### src/rtl/instr_mem_loader.sv
// instr_mem_loader: streams 32-bit words into byte-addressed instruction memory, big-endian
module instr_mem_loader #(
   parameter int          MEM_BYTES = 28,
   parameter logic [31:0] BASE_ADDR = 32'd0,
   parameter int          CNT_W     = 16
) (
   input  logic             clk,
   input  logic             rst,
   input  logic             start,
   input  logic [CNT_W-1:0] load_count,
   input  logic             in_valid,
   input  logic [31:0]      in_data,
   output logic             in_ready,
   output logic             mem_we,
   output logic [31:0]      mem_addr,
   output logic [7:0]       mem_wdata,
   output logic             busy,
   output logic             done,
   output logic             error
);
   typedef enum logic [1:0] {IDLE, ACCEPT, WRITE, DONE} state_t;
   localparam logic [31:0] LIMIT = BASE_ADDR + 32'(MEM_BYTES);
   state_t           state, state_nxt;
   logic [31:0]      ptr, word, ptr4;
   logic [CNT_W-1:0] remaining;
   logic [1:0]       byte_idx;
   logic             ovf, last_byte;
   assign ptr4      = ptr + 32'd4;
   assign ovf       = ptr4 > LIMIT;
   assign last_byte = byte_idx == 2'd3;
   assign busy      = state != IDLE;
   assign mem_addr  = mem_we ? ptr + 32'(byte_idx) : '0;
   assign mem_wdata = mem_we ? word[{~byte_idx, 3'b000} +: 8] : '0;
   // state register
   always_ff @(posedge clk)
      if (rst) state <= IDLE;
      else     state <= state_nxt;
   // next state and handshake/write strobes
   always_comb begin
      state_nxt = state;
      in_ready  = 1'b0;
      mem_we    = 1'b0;
      done      = 1'b0;
      case (state)
         IDLE:   if (start) state_nxt = (load_count == '0) ? DONE : ACCEPT;
         ACCEPT: begin
            in_ready = 1'b1;
            if (in_valid) state_nxt = ovf ? DONE : WRITE;
         end
         WRITE:  begin
            mem_we = 1'b1;
            if (last_byte) state_nxt = (remaining == CNT_W'(1)) ? DONE : ACCEPT;
         end
         DONE:   begin
            done      = 1'b1;
            state_nxt = IDLE;
         end
         default: state_nxt = IDLE;
      endcase
   end
   // session datapath: pointer, word count, captured word, byte lane, overflow flag
   always_ff @(posedge clk)
      if (rst) begin
         ptr       <= BASE_ADDR;
         remaining <= '0;
         byte_idx  <= '0;
         word      <= '0;
         error     <= 1'b0;
      end else
         case (state)
            IDLE:   if (start) begin
               remaining <= load_count;
               ptr       <= BASE_ADDR;
               error     <= 1'b0;
            end
            ACCEPT: if (in_valid) begin
               if (ovf) error <= 1'b1;
               else begin
                  word     <= in_data;
                  byte_idx <= '0;
               end
            end
            WRITE:  begin
               byte_idx <= byte_idx + 2'd1;
               if (last_byte) begin
                  ptr       <= ptr4;
                  remaining <= remaining - CNT_W'(1);
               end
            end
            default: ;
         endcase
endmodule

### config.mk
export PLATFORM = sky130hd
export DESIGN_NAME = instr_mem_loader
export DESIGN_NICKNAME = d
export VERILOG_FILES = /design/src/rtl/instr_mem_loader.sv
export SDC_FILE = /design/constraint.sdc
export NUM_CORES = 1
export LEC_CHECK = 0
export ABC_AREA = 1
export ABC_CLOCK_PERIOD_IN_PS = 3200
export CAP_MARGIN = 10
export CORE_MARGIN = 2
export CORE_UTILIZATION = 57
export DETAILED_ROUTE_END_ITERATION = 12
export PLACE_DENSITY = 0.93
export SLEW_MARGIN = 20
export SYNTH_ARGS = -nofsm -noshare
export SYNTH_HDL_FRONTEND = slang
export SYNTH_SLANG_ARGS = --single-unit
### constraint.sdc
create_clock -name clk -period 3.2 [get_ports clk]
set_input_delay 0.96 -clock clk [delete_from_list [all_inputs] [get_ports clk]]
set_output_delay 0.96 -clock clk [all_outputs]
set_load 0.05 [all_outputs]
Yosys cells after proc, flatten, opt, wreduce, memory -nomap -nowiden
Index checks and enable logic that the tools add are counted.

Flip-flop bits (word level): 85. Input bits: 52. Output and inout bits: 45. Word-level logic and storage cells: 60.

$add $sub $neg: 4. $lt $le $gt $ge: 1. Equality and inequality tests: 10. Shift operators: 1. Mux-type cells: 25. Bitwise logic cells: 2. Reduce and logical (&&, ||, !) cells: 11.

Operator list (count): $mux W32 (3); $pmux W32 S2 (1); $add A32 B2 Y32 (1); $add A32 B3 Y32 const B (1); $gt A32 B5 Y1 const B (1); $mux W16 (2); $pmux W16 S2 (1); $shiftx A32 B6 Y8 (1); $eq A16 B1 Y1 const B (1); $logic_not A16 Y1 (1); $sub A16 B1 Y16 const B (1); $mux W2 (7); $reduce_and A3 Y1 (4); $ne A2 B2 Y1 const B (5); $mux W8 (1); $pmux W2 S4 (1); $reduce_bool A2 Y1 (4); $mux W1 (7); $eq A2 B2 Y1 const B (3); $pmux W2 S2 (1); $reduce_and A4 Y1 (1); $add A2 B1 Y2 const B (1); $eq A2 B1 Y1 const B (1); $logic_not A2 Y1 (1); other kinds (3) (3).

Depth between registers and ports, before layout
Depth after elaboration: 5. Depth in mapped cells: 18. Depth with buffers taken out: 16.

Least setup slack after synthesis
OpenSTA, ideal clock, no wires.

Kind: reg2out. Start point: register state[1]. End point: output mem_wdata[0]. Data arrival time: 1.973 ns. Required time: 2.240 ns. Path slack: 0.267 ns. Cell stages (with the launch flop): 7. Buffers on the path: 2. Path through: dfxtp_1 > inv_1 > nor2_1 > inv_1 > clkbuf_1 > clkbuf_1 > a21oi_1.

Longest elaborated chain between the ends: 3.

Ends and longest elaborated chain: start, declared (RTL line 23) `state_t state, state_nxt;`; start signal, assigned (RTL line 37) `else state <= state_nxt;`; $eq A2 B2 Y1 (RTL line 44) `case (state)`; $mux W1 (RTL line 44); $mux W8 (RTL line 33) `assign mem_wdata = mem_we ? word[{~byte_idx, 3'b000} +: 8] : '0;`; end, declared (RTL line 16) `output logic [7:0] mem_wdata,`.

Every way passes these cells.

Worst setup path after layout
Start point: register byte_idx[1]. End point: output mem_wdata[4].

Longest elaborated chain between the ends: 3.

Ends and longest elaborated chain: start, declared (RTL line 26) `logic [1:0] byte_idx;`; start signal, assigned (RTL line 84) `byte_idx <= byte_idx + 2'd1;`; $not A2 Y2 (RTL line 33); $shiftx A32 B6 Y8 (RTL line 33); $mux W8 (RTL line 33).

Every way passes these cells.

==> results_tabular.tex <==
\begin{tabular}{lr}
\hline
Metric & Value \\
\hline
\multicolumn{2}{l}{\textbf{Worst setup path}} \\
\quad Kind of critical path & register to primary output \\
\quad Arrival time of data at the critical path endpoint & 1.99 ns \\
\quad Startpoint class of the critical path & register \\
\quad Top fanout value on the critical path & 11 \\
\quad Crit end category & primary output \\
\quad Required time of the critical path & 2.24 ns \\
\quad Worst Setup SP & byte\_idx[1] \\
\quad FF-to-FF Start & ptr[3] \\
\multicolumn{2}{l}{\textbf{Clocking}} \\
\quad Clk\_lat worst skew & about 0.36 ns \\
\quad Clock Sinks & 83 \\
\quad Post-cts hold buffer count & 0 \\
\quad Number of clock buffers inserted by TritonCTS & 9 \\
\quad Clock-pin slew on the worst setup and hold paths & 0.08 ns \\
\quad H-tree depth & 3 \\
\quad Root buffer cell & sky130\_fd\_sc\_hd\_\_clkbuf\_8 \\
\quad Postcts setup bufs & 0 \\
\quad Clock tree from TritonCTS & yes \\
\quad Number of resized instances in the post-cts repair step & 0 \\
\quad Clock Path Buffers & 2 \\
\multicolumn{2}{l}{\textbf{Cells and area}} \\
\quad Final standard cell count with taps included and fillers excluded & 1044 \\
\quad Fin nets & 990 \\
\quad Ant. Diodes & 0 \\
\quad Area growth from synthesis to layout & 32.2\% \\
\quad Layout cells sized above 1 & 0.0983 \\
\quad Layout fillers & 602 \\
\multicolumn{2}{l}{\textbf{Power}} \\
\quad Maximum vdd drop & 276 uV \\
\quad Internal power & 1.71 mW \\
\quad Part of the total power dissipated in sequential elements & 0.454 \\
\quad PD cells & 378 nW/um\^{}2 \\
\quad Leakage & between 2 and 3 nW \\
\quad Sw Share & 0.324 \\
\quad Switching power & 0.820 mW \\
\quad Clock network fraction of total power & 0.301 \\
\quad Share of power burned in combinational logic & 0.245 \\
\multicolumn{2}{l}{\textbf{Die}} \\
\quad Vertical die dimension & between 90 and 100 um \\
\quad Horizontal die dimension & 98.3 um \\
\quad Cell row count & 34 \\
\quad Area of the die & 9660 sq um \\
\quad Initial cell density of the core & 0.584 \\
\quad Top-level port count & slightly below 100 \\
\quad Core Region & roughly 8700 sq um \\
\multicolumn{2}{l}{\textbf{Routing}} \\
\quad DR vias/cell & 5.40 \\
\quad Post-route antenna net violation count & 0 \\
\quad 1st-iter DRT viols & 285 \\
\quad Aggregate routed wire length & 13.9 mm \\
\quad Total via count in the routed design & 5640 \\
\quad Number of DRC violations after detailed routing & 0 \\
\quad Wirelength per Cell & 13.3 um \\
\quad Pre-Repair DR Iteration Count & 5 \\
\multicolumn{2}{l}{\textbf{STA}} \\
\quad Clock skew after layout & $\sim$0.0071 ns \\
\quad Setup TNS & 0 ns \\
\quad Total of endpoints with negative setup slack in the final report & 0 \\
\quad Number of hold violations in the final report & 0 \\
\quad Slew at the pin closest to its max-slew limit & about 0.63 ns \\
\quad Tightest slew margin relative to the limit & 0.578 \\
\quad Final critical path time including I/O delays and setup & about 3.0 ns \\
\quad Setup repair after global routing missed its margin & false \\
\quad Maximum clock frequency & 0.338 GHz \\
\quad Min Hold Slack & 0.484 ns \\
\quad Fin crit share & 0.923 \\
\quad Final count of pins violating max slew & 0 \\
\multicolumn{2}{l}{\textbf{Logic synthesis}} \\
\quad Prevailing post-synth register cell & sky130\_fd\_sc\_hd\_\_dfxtp\_1 \\
\quad Portion of the post-synthesis area used by sequential elements & 0.328 \\
\quad Asr flop ratio synth & 0 \\
\quad Post-synthesis register bit count & 83 \\
\quad Number of enable flip-flop cells after synthesis & 0 \\
\quad Largest area contributor in the netlist & sky130\_fd\_sc\_hd\_\_dfxtp\_1 \\
\quad Synthesized netlist net count & just over 900 \\
\quad Post-synthesis average cell area & 5.96 sq um \\
\quad Fraction of synthesized cell area taken by the top area cell type & 0.328 \\
\quad Count of warnings emitted by yosys & 0 \\
\quad Post-synthesis cell area & $\sim$5000 sq um \\
\quad Post-Synthesis Cells & 850 \\
\quad Synth top area cells & sky130\_fd\_sc\_hd\_\_dfxtp\_1 (33\%), sky130\_fd\_sc\_hd\_\_nand2\_1 (18\%), sky130\_fd\_sc\_hd\_\_nor2\_1 (11\%) \\
\quad Library cells used by synthesis & 37 \\
\multicolumn{2}{l}{\textbf{Placement}} \\
\quad Routability cong. & between 0.9 and 1 \\
\quad Number of buffers added on ports & 96 \\
\quad Placed Cells & 1029 \\
\quad DP HPWL & a little under 10 mm \\
\multicolumn{2}{l}{\textbf{Hold path}} \\
\quad Hold\_sp & ptr[31] \\
\quad Class of the most critical hold timing path & register to register \\
\multicolumn{2}{l}{\textbf{GRT}} \\
\quad Maximum number of pins on one net before global-route repair & 67 \\
\quad GRT Overall Usage & 0.290 \\
\quad Antenna violations before repair & 0 \\
\quad First-pass GRT wire length & 23.4 mm \\
\quad Remaining Overflow, GRT & 0 \\
\quad Number of global-route vias before repair & between 5000 and 6000 \\
\multicolumn{2}{l}{\textbf{Status}} \\
\quad Result of the run & finished clean \\
\multicolumn{2}{l}{\textbf{Job}} \\
\quad Max-capacitance violation count & 0 \\
\hline
\end{tabular}
-- cell usage in the layout (no fill, tap or decap), drive strengths merged --
cell	count
o21ai	43
o31ai	2
nand4	11
o211ai	4
xor2	11
a31oi	8
clkdlybuf4s50	55
nand2	249
nor3	4
nand3	42
nor4	5
nand3b	2
clkbuf	10
nor2	166
xnor2	2
o211a	1
bufinv	1
a211oi	3
or2	1
buf	51
ha	6
dfxtp	83
o22ai	1
o311ai	1
a21oi	61
a2bb2oi	1
clkinv	8
inv	104
-- kinds of logic (layout without fill, tap and decap cells) --
kind of cell,Yosys count,after routing,share of synthesized area
AO/OA/AOI/OAI,125,125,0.133
AND/OR/NAND/NOR,480,480,0.392
buffers and inverters,143,229,0.110
flip-flops,83,83,0.328
adder cells (fa/ha/maj),6,6,0.0148
XOR/XNOR,13,13,0.0225
-- worst max-delay path, stage by stage (launching register included) --
cell and delay, ns:
sky130_fd_sc_hd__dfxtp_1 0.54, sky130_fd_sc_hd__clkinv_1 0.32, sky130_fd_sc_hd__a21oi_1 0.20, sky130_fd_sc_hd__o21ai_0 0.12, sky130_fd_sc_hd__a21oi_1 0.28, sky130_fd_sc_hd__buf_12 0.18
-- per-layer routing --
layer	global-route usage	vias up	routed length, um	part of all wire
met4	0.148	0	562	0.040
met1	0.368	2501	5840	0.42
met2	0.484	254	6620	0.48
met3	0.0365	54	879	0.063
li1	-	2831	-	-
met5	0	-	0	0
-- per-stage QoR --
step           setup slack [ns]  power [mW]  instance area, sq um  utilization
4_1_cts                   0.249        2.52                  6700        0.772
3_3_place_gp              0.590        1.76                  6510        0.750
3_5_place_dp              0.543        1.78                  6510        0.750
5_1_grt                   0.108        2.65                  6700        0.772
2_1_floorplan             0.267        1.56                  5070            -
6_report                  0.245        2.53                  6700        0.772
-- registers in the layout (all words and copies together), names as in the netlist --
name	count
error	1
word	32
remaining	16
state	2
byte_idx	2
ptr	30
-- worst paths after layout --
kind	endpoint	slack, ns	cells after the start
worst max-delay path	mem_wdata[4]	0.25	5
worst min-delay path	ptr[31]	0.48	2
worst max register to register	word[8]	0.63	14
worst min register to register	ptr[31]	0.48	2
-- power by group through the flow --
stage          Sequential, mW  Combinational [mW]  Clock, mW
6_report                 1.15               0.619      0.763
4_1_cts                  1.15               0.614      0.762
2_1_floorplan            1.16               0.405          0
3_3_place_gp             1.17               0.592          0
3_5_place_dp             1.17               0.605          0
5_1_grt                  1.16               0.687      0.806
-- area by class of cell --
cell class / instances / area (sq um) / share of cell area
timing repair buffer: 106 / 1460 / 0.218
sequential: 83 / 1660 / 0.248
inverter: 108 / 407 / 0.0607
tap: 108 / 135 / 0.0202
clock inverter: 5 / 53.8 / 0.00803
multi-input combinational: 624 / 2850 / 0.425
clock buffer: 10 / 138 / 0.0205
-- cell usage after synthesis (all sizes together) (5+ instances only) --
cell,n
a31oi,8
nor2,166
o21ai,43
nor4,5
nand3,42
nand2,249
clkbuf,27
dfxtp,83
a21oi,61
buf,8
ha,6
nand4,11
inv,104
xor2,11
(Power assumes the default switching activity.)
